--- src/rtl/cor_sel_arb_if.sv ---
// Bundle of the requester handshake, shared correction-select datapath and
// response signals of cor_sel_arb. The slave modport is the arbiter side.
interface cor_sel_arb_if #(
    parameter int DATA_WIDTH = 18
);
    logic                        hold;
    logic [1:0]                  req_valid;
    logic [1:0]                  req_ready;
    logic [1:0][DATA_WIDTH-1:0]  req_A;
    logic [1:0][1:0]             req_sign;
    logic                        cs_valid;
    logic [DATA_WIDTH-1:0]       cs_A;
    logic [1:0]                  cs_sign;
    logic [DATA_WIDTH-1:0]       cs_A_out;
    logic [DATA_WIDTH-1:0]       cs_result;
    logic [1:0]                  rsp_valid;
    logic [DATA_WIDTH-1:0]       rsp_A;
    logic [DATA_WIDTH-1:0]       rsp_result;
    logic                        rsp_err;
    logic [7:0]                  err_cnt;

    modport slave (
        input  hold, req_valid, req_A, req_sign, cs_A_out, cs_result,
        output req_ready, cs_valid, cs_A, cs_sign,
        output rsp_valid, rsp_A, rsp_result, rsp_err, err_cnt
    );

    modport master (
        output hold, req_valid, req_A, req_sign, cs_A_out, cs_result,
        input  req_ready, cs_valid, cs_A, cs_sign,
        input  rsp_valid, rsp_A, rsp_result, rsp_err, err_cnt
    );
endinterface

--- src/rtl/cor_sel_arb.sv ---
// Two-requester round-robin arbiter in front of a fixed-latency correction-select
// datapath; a non-stalling tag pipe routes each datapath result back to its owner.
module cor_sel_arb #(
    parameter int DATA_WIDTH = 18,
    parameter int LATENCY    = 2
) (
    input logic          clk,
    input logic          rst_n,
    cor_sel_arb_if.slave bus
);

    typedef struct packed {
        logic vld;
        logic id;
        logic err;
    } tag_t;

    logic                  ptr_q;
    logic                  cs_valid_q;
    logic [DATA_WIDTH-1:0] cs_A_q;
    logic [1:0]            cs_sign_q;
    logic [7:0]            err_cnt_q;
    tag_t [LATENCY:0]      tag_q;
    logic [1:0]            rsp_valid_q;
    logic [DATA_WIDTH-1:0] rsp_A_q;
    logic [DATA_WIDTH-1:0] rsp_result_q;
    logic                  rsp_err_q;

    logic [1:0]            ready;
    logic                  accept;
    logic                  win;
    logic                  illegal;
    logic [1:0]            cs_sign_d;
    logic [7:0]            err_cnt_d;
    tag_t                  tag_d;

    function automatic logic [7:0] sat_inc(input logic [7:0] v);
        return (v == 8'hFF) ? v : v + 8'd1;
    endfunction

    // Pointer only matters under contention; a lone requester always wins.
    always_comb begin
        ready = 2'b00;
        if (!bus.hold) begin
            if (&bus.req_valid) ready = ptr_q ? 2'b10 : 2'b01;
            else                ready = bus.req_valid;
        end
    end

    assign accept    = |(bus.req_valid & ready);
    assign win       = ready[1];
    assign illegal   = (bus.req_sign[win] == 2'd3);
    assign cs_sign_d = illegal ? 2'b00 : bus.req_sign[win];
    assign err_cnt_d = (accept && illegal) ? sat_inc(err_cnt_q) : err_cnt_q;
    assign tag_d     = '{vld: accept, id: win, err: accept & illegal};

    always_ff @(posedge clk or negedge rst_n) begin
        if (!rst_n) begin
            ptr_q        <= 1'b0;
            cs_valid_q   <= 1'b0;
            cs_A_q       <= '0;
            cs_sign_q    <= 2'b00;
            err_cnt_q    <= 8'd0;
            tag_q        <= '0;
            rsp_valid_q  <= 2'b00;
            rsp_A_q      <= '0;
            rsp_result_q <= '0;
            rsp_err_q    <= 1'b0;
        end else begin
            cs_valid_q <= accept;
            if (accept) begin
                ptr_q     <= ~win;
                cs_A_q    <= bus.req_A[win];
                cs_sign_q <= cs_sign_d;
            end
            err_cnt_q <= err_cnt_d;

            // Tag stage LATENCY lines up with the datapath result of the same transfer.
            tag_q[0] <= tag_d;
            for (int i = 1; i <= LATENCY; i++) tag_q[i] <= tag_q[i-1];

            rsp_valid_q <= tag_q[LATENCY].vld ? (tag_q[LATENCY].id ? 2'b10 : 2'b01) : 2'b00;
            rsp_err_q   <= tag_q[LATENCY].vld & tag_q[LATENCY].err;
            if (tag_q[LATENCY].vld) begin
                rsp_A_q      <= bus.cs_A_out;
                rsp_result_q <= bus.cs_result;
            end
        end
    end

    assign bus.req_ready  = ready;
    assign bus.cs_valid   = cs_valid_q;
    assign bus.cs_A       = cs_A_q;
    assign bus.cs_sign    = cs_sign_q;
    assign bus.err_cnt    = err_cnt_q;
    assign bus.rsp_valid  = rsp_valid_q;
    assign bus.rsp_A      = rsp_A_q;
    assign bus.rsp_result = rsp_result_q;
    assign bus.rsp_err    = rsp_err_q;

endmodule

--- src/flat_wrapper.sv ---
// flat-port wrapper written by rule: the top's interface ports become plain ports
module cor_sel_arb_flat 
#(
    parameter int DATA_WIDTH = 18,
    parameter int LATENCY    = 2
)
  (clk, rst_n, bus_hold, bus_req_valid, bus_req_A, bus_req_sign, bus_cs_A_out, bus_cs_result, bus_req_ready, bus_cs_valid, bus_cs_A, bus_cs_sign, bus_rsp_valid, bus_rsp_A, bus_rsp_result, bus_rsp_err, bus_err_cnt);
  cor_sel_arb_if #(.DATA_WIDTH(DATA_WIDTH)) bus_i ();
  input logic clk;
  input logic rst_n;
  input wire logic [$bits(bus_i.hold)-1:0] bus_hold;
  input wire logic [$bits(bus_i.req_valid)-1:0] bus_req_valid;
  input wire logic [$bits(bus_i.req_A)-1:0] bus_req_A;
  input wire logic [$bits(bus_i.req_sign)-1:0] bus_req_sign;
  input wire logic [$bits(bus_i.cs_A_out)-1:0] bus_cs_A_out;
  input wire logic [$bits(bus_i.cs_result)-1:0] bus_cs_result;
  output wire logic [$bits(bus_i.req_ready)-1:0] bus_req_ready;
  output wire logic [$bits(bus_i.cs_valid)-1:0] bus_cs_valid;
  output wire logic [$bits(bus_i.cs_A)-1:0] bus_cs_A;
  output wire logic [$bits(bus_i.cs_sign)-1:0] bus_cs_sign;
  output wire logic [$bits(bus_i.rsp_valid)-1:0] bus_rsp_valid;
  output wire logic [$bits(bus_i.rsp_A)-1:0] bus_rsp_A;
  output wire logic [$bits(bus_i.rsp_result)-1:0] bus_rsp_result;
  output wire logic [$bits(bus_i.rsp_err)-1:0] bus_rsp_err;
  output wire logic [$bits(bus_i.err_cnt)-1:0] bus_err_cnt;
  assign bus_i.hold = bus_hold;
  assign bus_i.req_valid = bus_req_valid;
  assign bus_i.req_A = bus_req_A;
  assign bus_i.req_sign = bus_req_sign;
  assign bus_i.cs_A_out = bus_cs_A_out;
  assign bus_i.cs_result = bus_cs_result;
  assign bus_req_ready = bus_i.req_ready;
  assign bus_cs_valid = bus_i.cs_valid;
  assign bus_cs_A = bus_i.cs_A;
  assign bus_cs_sign = bus_i.cs_sign;
  assign bus_rsp_valid = bus_i.rsp_valid;
  assign bus_rsp_A = bus_i.rsp_A;
  assign bus_rsp_result = bus_i.rsp_result;
  assign bus_rsp_err = bus_i.rsp_err;
  assign bus_err_cnt = bus_i.err_cnt;
  cor_sel_arb #(.DATA_WIDTH(DATA_WIDTH), .LATENCY(LATENCY)) u_core (.clk(clk), .rst_n(rst_n), .bus(bus_i));
endmodule
--- config.mk ---
export PLATFORM = sky130hd
export DESIGN_NAME = cor_sel_arb_flat
export DESIGN_NICKNAME = d
export VERILOG_FILES = /design/src/rtl/cor_sel_arb_if.sv /design/src/rtl/cor_sel_arb.sv /design/src/flat_wrapper.sv
export SDC_FILE = /design/constraint.sdc
export NUM_CORES = 1
export LEC_CHECK = 0
export ABC_AREA = 1
export CAP_MARGIN = 25
export CORE_ASPECT_RATIO = 0.75
export CORE_MARGIN = 2
export CORE_UTILIZATION = 38
export CTS_BUF_LIST = sky130_fd_sc_hd__clkbuf_8
export DETAILED_ROUTE_END_ITERATION = 10
export PLACE_DENSITY = 0.82
export SETUP_SLACK_MARGIN = 0.15
export SYNTH_ARGS = -nofsm -noshare
export SYNTH_HDL_FRONTEND = slang
export SYNTH_SLANG_ARGS = --single-unit
--- constraint.sdc ---
create_clock -name clk -period 1.3 [get_ports clk]
set_input_delay 0.325 -clock clk [delete_from_list [all_inputs] [get_ports clk]]
set_output_delay 0.325 -clock clk [all_outputs]
set_load 0.01 [all_outputs]
Yosys cells after proc, flatten, opt, wreduce, memory -nomap -nowiden
Cells that the tools add are included.

Register bits after elaboration: 77. Input port bits: 81. Output and inout port bits: 70. Logic and storage cells: 40.

Add/subtract/negate cells: 1. Order comparisons: 1. Equal/unequal tests: 2. Mux-type cells: 10. Bitwise operators: 5. Reduce and logical (&&, ||, !) cells: 4.

Operators with widths (count): 18-bit two-way mux (2); 2-bit two-way mux (8); 8-bit by 1-bit adder with 8-bit output (second input constant) (1); 8-bit equality test (second input constant) (1); 2-bit AND reduction (2); 1-bit bitwise AND (2); 2-bit bitwise AND (1); 2-bit equality test (second input constant) (1); 1-bit by 2-bit < comparator with 1-bit output (second input constant) (1); 1-bit NOT (2); 2-bit OR reduction (1); 1-bit logical AND (1).

Longest topological paths before layout
Gate-level depths: netlist of the first run.

Depth after elaboration: 8. Mapped depth: 9. Depth with buffers taken out: 9.

Least setup slack after synthesis of the first run
No wires, ideal clock.

Path kind: reg-to-reg. Start point: register u_core.err_cnt_q[0], in the netlist u_core.bus.err_cnt[0]. End point: register u_core.err_cnt_q[0], in the netlist u_core.bus.err_cnt[0]. Library setup time: 0.118 ns. Data arrival time: 1.277 ns. Data required time: 1.182 ns. Setup slack: -0.094 ns. Cell stages (with the launch flop): 8. Buffers on the path: 0. Clock period less this slack: 1.394 ns. Cells stage by stage: dfrtp_1 > ha_1 > nand2_1 > inv_1 > nand3b_2 > nand4_2 > nand2_1 > nand2_1.

Cells in the longest elaborated chain, start to end: 3. Elaborated cells on any way between the ends: 4. Those cells by class: add/sub (1); eq/ne (1); bitwise (1); reduce/logical (1).

Ends and longest elaborated chain: start, declared (RTL line cor_sel_arb.sv:22) `logic [7:0] err_cnt_q;`; start signal, assigned (RTL line cor_sel_arb.sv:76) `err_cnt_q <= err_cnt_d;`; branches (longest 3 deep; another with 8-bit by 1-bit adder with 8-bit output).

Parallel ways; which one is timed is not known. A chain may end at the register's enable or synchronous reset.

Final worst setup path of the first run
Start point: register u_core.ptr_q. End point: output port bus_req_ready[1].

Cells in the longest elaborated chain, start to end: 3.

Ends and longest elaborated chain: start, declared (RTL line cor_sel_arb.sv:18) `logic ptr_q;`; start signal, assigned (RTL line cor_sel_arb.sv:72) `ptr_q <= ~win;`; 2-bit two-way mux (2 in a row) (RTL line cor_sel_arb.sv:45) `if (&bus.req_valid) ready = ptr_q ? 2'b10 : 2'b01;`; 2-bit two-way mux (RTL line cor_sel_arb.sv:44) `if (!bus.hold) begin`; end, declared (RTL line flat_wrapper.sv:17) `output wire logic [$bits(bus_i.req_ready)-1:0] bus_req_ready;`.

No other way between the ends.

==> impl_metrics.py, run 1 <==
metrics = {
    "outcome": {
        "status": "finished, violations left",
        "violations": "negative setup slack",
    },
    "sta": {
        "rsz0062_at_grt": "yes",
        "tightest_slew_ns": 0.404,
        "max-slew-margin-rel_pct": 73.1,
        "period_needed_ns": 1.51,
        "worst_slack_ns": -0.211,
        "setup_viol": 15,
        "timing.final.crit_share_pct": 116,
        "final_hold_viol_count": 0,
        "fin_skew_ns": 0.0115,
        "clock.fmax_mhz": 662,
        "slew_violations": 0,
    },
    "setup_path": {
        "crit_slowest_cell": "dfrtp_1",
        "r2r_cells": 9,
        "rr_endpoint": "u_core.bus.err_cnt[3]",
        "r2r_slack_ns": -0.16,
        "worstReg2RegStart": "u_core.ptr_q",
        "worstSetupEndpointType": "primary output",
        "worstPathArrival_ns": 1.19,
        "path_common_cell": "nand2_4",
        "required_ns": 0.98,
        "startpoint_type": "flop",
        "crit_type": "reg2out",
        "critical_path.cell_chain": "inv_2 > nand2_4 > nand2_4 > inv_4 > buf_6",
        "worst-path-max-fanout": 3,
        "crit_path_max_incr_delay_ns": 0.43,
    },
    "power": {
        "p_comb_share_pct": 32.3,
        "vdd_drop_max_uv": 945,
        "power_uw": 7020,
        "switchingPower_uw": 2140,
        "intPower_uw": 4880,
        "powerDensity_nw_per_um2": 1250,
        "pwr-share-clk_pct": 26.0,
        "swShare_pct": 30.5,
        "p_leak_uw": 0.00294,
        "seqPwrFrac_pct": 41.6,
    },
    "grt": {
        "grt_pass1_vias": 3154,
        "grt.overflow.total": 0,
        "grt_pass1_wl_um": 14900,
        "antenna_found_initial": 0,
        "grt_max_degree": 78,
        "grt_usage_pct": 20.9,
    },
    "job": {
        "drv_cap": 0,
    },
    "route": {
        "post_drt_wl_per_cell_um": 14.3,
        "routed_via_density": 4.69,
        "drc_errors": 0,
        "vias": 3219,
        "antenna_left": 0,
        "drtIter0Drc": 172,
        "wl_um": 9850,
        "dr.pass1.iters": 4,
    },
    "floorplan": {
        "start_util_pct": 38.5,
        "dieArea_um2": 9210,
        "io_pins": 151,
        "dieWidth_um": 110,
        "die_h_um": 83.6,
        "rows": 29,
        "core_area_um2": 8350,
    },
    "placement": {
        "gp_congestion": 0.801,
        "hpwl_um": 6390,
        "placed_area_um2": 5000,
        "place_inst": 626,
        "portBuffers": 150,
    },
    "min_path": {
        "holdPathStages": 4,
        "hold_path_class": "in2reg",
        "whs_endpoint": "u_core.ptr_q",
        "worstHoldStart": "bus_req_valid[1]",
    },
    "clock_tree": {
        "insertion_delay_ns": 0.35,
        "cts_root_buf": "clkbuf_8",
        "path_clk_slew_ns": 0.08,
        "htreeDepth": 3,
        "cts_made_buffers": 9,
        "numClockSinks": 77,
        "cts_buffer_depth": 2,
        "cts_tree": "built",
    },
    "finish": {
        "fill_cells": 666,
        "fin_util_pct": 67.4,
        "multiInputGateArea_um2": 1380,
        "seq_area_um2": 1930,
        "drive_gt1_share_pct": 36.6,
        "nNetsFinal": 656,
        "fin_area_um2": 5630,
        "area_growth_pct": 75.3,
        "num_antenna_cells": 0,
        "stdcell_count": 687,
    },
    "synth": {
        "synth_area_um2": 3210,
        "syn-num-nets": 441,
        "synth_seq_area_share_pct": 60.0,
        "postSynthCellCount": 359,
        "synth_cell_types": 27,
        "synth-seq-cells": 77,
        "ys_warn_count": 0,
        "syn_avg_cell_area_um2": 8.94,
    },
}
## final cells by class
cell class	instances	area share, %
timing repair buffer	218	34.0
multi-input combinational	251	24.5
inverter	17	1.27
tap	108	2.40
clock inverter	6	1.11
sequential	77	34.2
clock buffer	10	2.45
## metal layers
layer	vias up	track usage (%)	share of wire [%]
li1	1557	-	-
met1	1507	26.4	42
met2	143	35.8	48
met3	12	5.46	9.0
met4	0	5.11	1.1
met5	-	0	0
## per-stage QoR
step | setup slack [ns] | hold slack, ns | TNS (ns)
6_report | -0.211 | 0.346 | -1.81
5_1_grt | -0.236 | 0.358 | -2.38
4_1_cts | -0.190 | 0.354 | -1.07
3_5_place_dp | -0.718 | 0.336 | -19.77
3_3_place_gp | -0.687 | 0.335 | -18.28
2_1_floorplan | 0.0640 | 0.0294 | 0
## power by group through the flow
stage               registers, uW  logic [uW]  clock network (uW)
finish                       2920        2270                1830
global route                 2950        2460                1980
CTS                          2890        2010                1890
detailed placement           2970        1880                   0
global placement             2960        1820                   0
floorplan                    3110         541                   0
## worst max-delay path: cells and delay by family (launching register included)
| family | cells | cell delay [ns] |
|---|---|---|
| flip-flops | 1 | 0.43 |
| AND/OR/NAND/NOR | 2 | 0.15 |
| buffers and inverters | 3 | 0.26 |
## cell usage after synthesis (all sizes together)
library cell / count / area, um2
nand2: 181 / 697
ha: 1 / 12.5
buf: 11 / 73.8
o21ai: 2 / 21.3
xor2: 4 / 35.0
nand4: 2 / 18.8
xnor2: 1 / 8.76
a21oi: 2 / 10.0
dfrtp: 77 / 1930
nand3b: 2 / 18.8
inv: 17 / 63.8
nand3: 49 / 263
nor2: 6 / 46.3
clkbuf: 4 / 15.0
## worst max-delay path by stage
stage	endpoint	slack [ns]	cells after the start	from
after floorplan	bus_req_ready[1]	0.06	6	u_core.ptr_q
after global placement	bus_req_ready[0]	-0.69	5	bus_hold
after detailed placement	bus_req_ready[0]	-0.72	5	bus_hold
after CTS	bus_req_ready[0]	-0.19	3	u_core.ptr_q
after global routing	bus_req_ready[1]	-0.24	5	u_core.ptr_q
final	bus_req_ready[1]	-0.21	5	u_core.ptr_q
## cell families after synthesis
group	count (synthesis)	share of synthesized area [%]
simple gates	240	32.5
flops	77	60.0
xor+xnor	5	1.36
fa+ha+maj	1	0.390
buf+inv	32	4.75
compound gates	4	0.974
## state kept, by name (all words and copies together), names as in the netlist
signal                 count
u_core.bus.cs_A           18
u_core.bus.cs_sign         2
u_core.bus.cs_valid        1
u_core.bus.err_cnt         8
u_core.bus.rsp_A          18
u_core.bus.rsp_err         1
u_core.bus.rsp_result     18
u_core.bus.rsp_valid       2
u_core.ptr_q               1
u_core.tag_q               8
## cell usage in the layout (no fill, tap or decap), types with 7 or more instances in the layout
cell type        count
nand3_1             21
nand2_1            171
buf_4               49
dfrtp_1             77
clkdlybuf4s50_1     76
nand3_2             23
clkbuf_8            10
nand2_2              7
buf_2               50
inv_1               11
buf_6               33
## timing repair
item	4_1_cts	5_1_grt
hold endpoints to repair	22	0
gates cloned	2	0
gates resized for setup	320	61
pin swaps	13	16
buffers inserted	29	13
hold buffers	1	0
endpoints found under the setup margin	101	101
(Power assumes the default switching activity.)
==> run 2, diff against run 1 <==
--- a/config.mk
+++ b/config.mk
@@ -14,6 +14,7 @@
 export DETAILED_ROUTE_END_ITERATION = 10
 export PLACE_DENSITY = 0.82
 export SETUP_SLACK_MARGIN = 0.15
+export SKIP_CTS_REPAIR_TIMING = 1
 export SYNTH_ARGS = -nofsm -noshare
 export SYNTH_HDL_FRONTEND = slang
 export SYNTH_SLANG_ARGS = --single-unit
==> impl_metrics.py, run 2 (same netlist as run 1, synthesis figures left out) <==
metrics = {
    "setup_path": {
        "r2r_cells": 8,
        "crit_path_max_incr_delay_ns": 0.43,
        "worstReg2RegStart": "u_core.bus.err_cnt[1]",
        "critical_path.cell_chain": "inv_2 > nand2_4 > nand2_4 > inv_4 > buf_6",
        "startpoint_type": "flop",
        "worst-path-max-fanout": 3,
        "crit_start": "u_core.ptr_q",
        "crit_type": "reg2out",
        "path_common_cell": "nand2_4",
        "crit_end": "bus_req_ready[1]",
        "required_ns": 0.98,
        "worstSetupEndpointType": "primary output",
        "r2r_slack_ns": -0.15,
        "worstPathArrival_ns": 1.17,
        "crit_slowest_cell": "dfrtp_1",
        "rr_endpoint": "u_core.bus.err_cnt[3]",
    },
    "route": {
        "wl_um": 9710,
        "dr.pass1.iters": 4,
        "drt-met1-wl_um": 4110,
        "antenna_left": 0,
        "wl_met2_um": 4610,
        "post_drt_wl_per_cell_um": 14.3,
        "drtIter0Drc": 197,
        "drc_errors": 0,
        "vias": 3161,
        "routed_via_density": 4.66,
        "met3_length_um": 902,
        "top_layer": "met4",
    },
    "power": {
        "powerDensity_nw_per_um2": 1260,
        "vdd_drop_max_uv": 810,
        "p_leak_uw": 0.00286,
    },
    "sta": {
        "max-slew-margin-rel_pct": 73.6,
        "fin_skew_ns": 0.00989,
        "clock.fmax_mhz": 669,
        "rsz0062_at_grt": "yes",
        "timing.final.crit_share_pct": 115,
        "period_needed_ns": 1.50,
        "whs_ns": 0.350,
        "tightest_slew_ns": 0.396,
        "tns_ns": -1.41,
        "slew_violations": 0,
        "worst_slack_ns": -0.196,
        "setup_viol": 12,
        "final_hold_viol_count": 0,
    },
    "finish": {
        "drive_gt1_share_pct": 31.7,
        "nNetsFinal": 648,
        "fill_cells": 685,
        "num_antenna_cells": 0,
        "stdcell_count": 679,
        "layout_commonest_cell": "nand2_1",
        "final_cell_mix": "nand2_1, clkdlybuf4s50_1, dfrtp_1",
        "area_growth_pct": 68.1,
    },
    "floorplan": {
        "dieWidth_um": 110,
        "core_area_um2": 8350,
        "start_util_pct": 38.5,
        "die_h_um": 83.6,
        "dieArea_um2": 9210,
        "rows": 29,
        "io_pins": 151,
    },
    "outcome": {
        "status": "finished, violations left",
        "violations": "negative setup slack",
    },
    "clock_tree": {
        "numClockSinks": 77,
        "htreeDepth": 3,
        "cts_root_buf": "clkbuf_8",
        "cts_buffer_depth": 2,
        "path_clk_slew_ns": 0.08,
        "insertion_delay_ns": 0.34,
        "cts_made_buffers": 9,
        "cts_tree": "built",
    },
    "grt": {
        "grt.overflow.total": 0,
        "grt_max_degree": 78,
        "grt_usage_pct": 19.5,
        "grt_pass1_vias": 2951,
        "antenna_found_initial": 0,
        "grt_pass1_wl_um": 13900,
    },
    "placement": {
        "place_inst": 626,
        "gp_congestion": 0.801,
        "hpwl_um": 6390,
        "pre_cts_slack_ns": -0.718,
        "portBuffers": 150,
    },
    "min_path": {
        "hold_path_class": "reg2reg",
    },
    "job": {
        "drv_cap": 0,
    },
}
run 2: cell count changes in the layout (fill, tap and decap cells not counted), sizes merged:
cell	delta
buf	-10
dlymetal6s2s	+3
clkbuf	-1
run 2: per-stage QoR:
step | util, % | total power (uW) | area [um2]
2_1_floorplan | - | 3650 | 3250
3_3_place_gp | 59.9 | 4780 | 5000
3_5_place_dp | 59.9 | 4850 | 5000
4_1_cts | 62.3 | 6700 | 5200
5_1_grt | 64.7 | 7170 | 5400
6_report | 64.7 | 6790 | 5400
run 2: critical path: cells and delay by family (launching register included):
kind	cells	cell delay, ns
flops	1	0.43
simple gates	2	0.17
buf+inv	3	0.24
run 2: how the worst min path moves through the flow:
stage / start / to / slack, ns / cells past startpoint
6_report: u_core.tag_q[3] / u_core.tag_q[6] / 0.35 / 0
5_1_grt: u_core.tag_q[3] / u_core.tag_q[6] / 0.36 / 0
3_3_place_gp: u_core.tag_q[5] / u_core.tag_q[8] / 0.33 / 0
2_1_floorplan: rst_n / u_core.bus.cs_A[0] / 0.03 / 0
3_5_place_dp: u_core.tag_q[1] / u_core.tag_q[4] / 0.34 / 0
4_1_cts: rst_n / u_core.bus.rsp_A[1] / -0.006 / 2
run 2: area by class of cell:
type	count	area [um2]	area share, %
sequential	77	1930	35.7
inverter	17	71.3	1.32
multi-input combinational	251	1240	22.9
clock buffer	10	138	2.55
tap	108	135	2.50
timing repair buffer	210	1820	33.8
clock inverter	6	62.6	1.16
run 2: metal layers:
metal / vias up / track usage [%]
met3: 8 / 5.62
met2: 131 / 32.7
met4: 0 / 4.43
met1: 1480 / 24.9
li1: 1542 / -
met5: - / 0
run 2: power breakdown:
group | total (uW) | switching, uW | internal, uW
registers | 2930 | 210 | 2720
logic | 2040 | 950 | 1090
clock network | 1830 | 889 | 936
total | 6790 | 2050 | 4750
==> run 3, diff against run 2 <==
--- a/config.mk
+++ b/config.mk
@@ -9,10 +9,10 @@
 export CAP_MARGIN = 25
 export CORE_ASPECT_RATIO = 0.75
 export CORE_MARGIN = 2
-export CORE_UTILIZATION = 38
+export CORE_UTILIZATION = 42
 export CTS_BUF_LIST = sky130_fd_sc_hd__clkbuf_8
 export DETAILED_ROUTE_END_ITERATION = 10
-export PLACE_DENSITY = 0.82
+export PLACE_DENSITY = 0.86
 export SETUP_SLACK_MARGIN = 0.15
 export SKIP_CTS_REPAIR_TIMING = 1
 export SYNTH_ARGS = -nofsm -noshare
==> constraint.sdc (replaced) <==
create_clock -name clk -period 1.5 [get_ports clk]
set_input_delay 0.375 -clock clk [delete_from_list [all_inputs] [get_ports clk]]
set_output_delay 0.375 -clock clk [all_outputs]
set_load 0.01 [all_outputs]
==> impl_metrics.py, run 3 (same netlist as run 1, synthesis figures left out) <==
metrics = {
    "grt": {
        "grt.overflow.total": 0,
        "grt_max_degree": 78,
        "grt_usage_pct": 21.3,
        "antenna_found_initial": 0,
        "grt_pass1_vias": 2892,
        "grt_pass1_wl_um": 13900,
    },
    "setup_path": {
        "startpoint_type": "flop",
        "worstSetupEndpointType": "primary output",
        "crit_slowest_cell": "dfrtp_1",
        "crit_type": "reg2out",
        "worst-path-max-fanout": 3,
        "cp_top_family": "flip-flops",
        "crit_buf_inv": 2,
        "required_ns": 1.12,
        "critical_path.cell_chain": "buf_4 > a21oi_4 > buf_6",
        "crit_path_max_incr_delay_ns": 0.41,
        "worstPathArrival_ns": 1.18,
    },
    "sta": {
        "fin_skew_ns": 0.0112,
        "final_hold_viol_count": 0,
        "slew_violations": 0,
        "max-slew-margin-rel_pct": 60.4,
        "tightest_slew_ns": 0.593,
        "rsz0062_at_grt": "yes",
        "clock.fmax_mhz": 642,
        "period_needed_ns": 1.56,
        "whs_ns": 0.00136,
        "setup_viol": 2,
        "worst_slack_ns": -0.0583,
        "timing.final.crit_share_pct": 104,
    },
    "placement": {
        "hpwl_um": 6240,
        "gp_congestion": 0.779,
        "place_inst": 610,
        "pre_cts_slack_ns": -0.671,
        "portBuffers": 150,
        "placed_area_um2": 4910,
    },
    "power": {
        "powerDensity_nw_per_um2": 1040,
        "p_leak_uw": 0.00334,
        "vdd_drop_max_uv": 741,
    },
    "route": {
        "drc_errors": 0,
        "antenna_left": 0,
        "post_drt_wl_per_cell_um": 14.9,
        "dr.pass1.iters": 4,
        "drtIter0Drc": 121,
        "routed_via_density": 4.77,
        "vias": 3072,
        "wl_um": 9620,
    },
    "outcome": {
        "violations": "negative setup slack",
        "status": "finished, violations left",
    },
    "finish": {
        "fin_util_pct": 74.7,
        "fin_area_um2": 5500,
        "stdcell_count": 644,
        "nNetsFinal": 620,
        "layout_commonest_cell": "nand2_1",
        "final_cell_mix": "nand2_1, clkdlybuf4s50_1, dfrtp_1",
        "drive_gt1_share_pct": 17.5,
        "num_antenna_cells": 0,
        "area_growth_pct": 71.3,
    },
    "floorplan": {
        "rows": 27,
        "io_pins": 151,
        "core_area_um2": 7360,
        "dieArea_um2": 8370,
        "die_h_um": 79.7,
        "dieWidth_um": 105,
        "start_util_pct": 43.6,
    },
    "clock_tree": {
        "path_clk_slew_ns": 0.09,
        "cts_root_buf": "clkbuf_8",
        "cts_made_buffers": 9,
        "cts_tree": "built",
        "insertion_delay_ns": 0.36,
        "numClockSinks": 77,
        "htreeDepth": 3,
        "cts_buffer_depth": 2,
    },
    "job": {
        "drv_cap": 0,
    },
    "min_path": {
        "hold_path_class": "in2async",
    },
}
==> run 3: path summary, 6_finish.rpt <==
path / from / endpoint / slack (ns) / cells past startpoint
max: u_core.ptr_q / bus_req_ready[0] / -0.06 / 3
max reg2reg: u_core.bus.err_cnt[1] / u_core.bus.err_cnt[4] / 0.08 / 8
min reg2reg: u_core.tag_q[3] / u_core.tag_q[6] / 0.35 / 0
min in group clk: u_core.tag_q[3] / u_core.tag_q[6] / 0.35 / 0
min: rst_n / u_core.bus.err_cnt[1] / 0.001 / 2
max in group asynchronous: rst_n / u_core.bus.err_cnt[2] / 1.12 / 2
==> run 3: report_power, final <==
group          leakage [uW]  total, uW  internal, uW  switching (uW)
combinational       0.00230       1690           909             776
clock             0.0000877       1440           619             818
sequential         0.000948       2580          2360             215
==> run 3: cell type report <==
type	count	area, um2
Timing Repair Buffer	182	1940
Sequential cell	77	1930
Fill cell	490	1860
Multi-Input combinational cell	251	1250
Tap cell	101	126
Clock buffer	9	124
Inverter	17	68.8
Clock inverter	7	57.6
==> run 3: per-stage QoR <==
step	setup TNS, ns	power [uW]
after floorplan	0	3150
after global placement	-11.03	4060
after detailed placement	-13.48	4130
after CTS	-13.69	5580
after global routing	-0.209	6000
final	-0.0986	5700
==> run 3: routing by layer <==
metal | vias up | track usage (%) | wire length [um]
li1 | 1483 | - | -
met1 | 1428 | 27.4 | 4080
met2 | 148 | 34.4 | 4630
met3 | 13 | 7.84 | 788
met4 | 0 | 5.47 | 118
met5 | - | 0 | 0
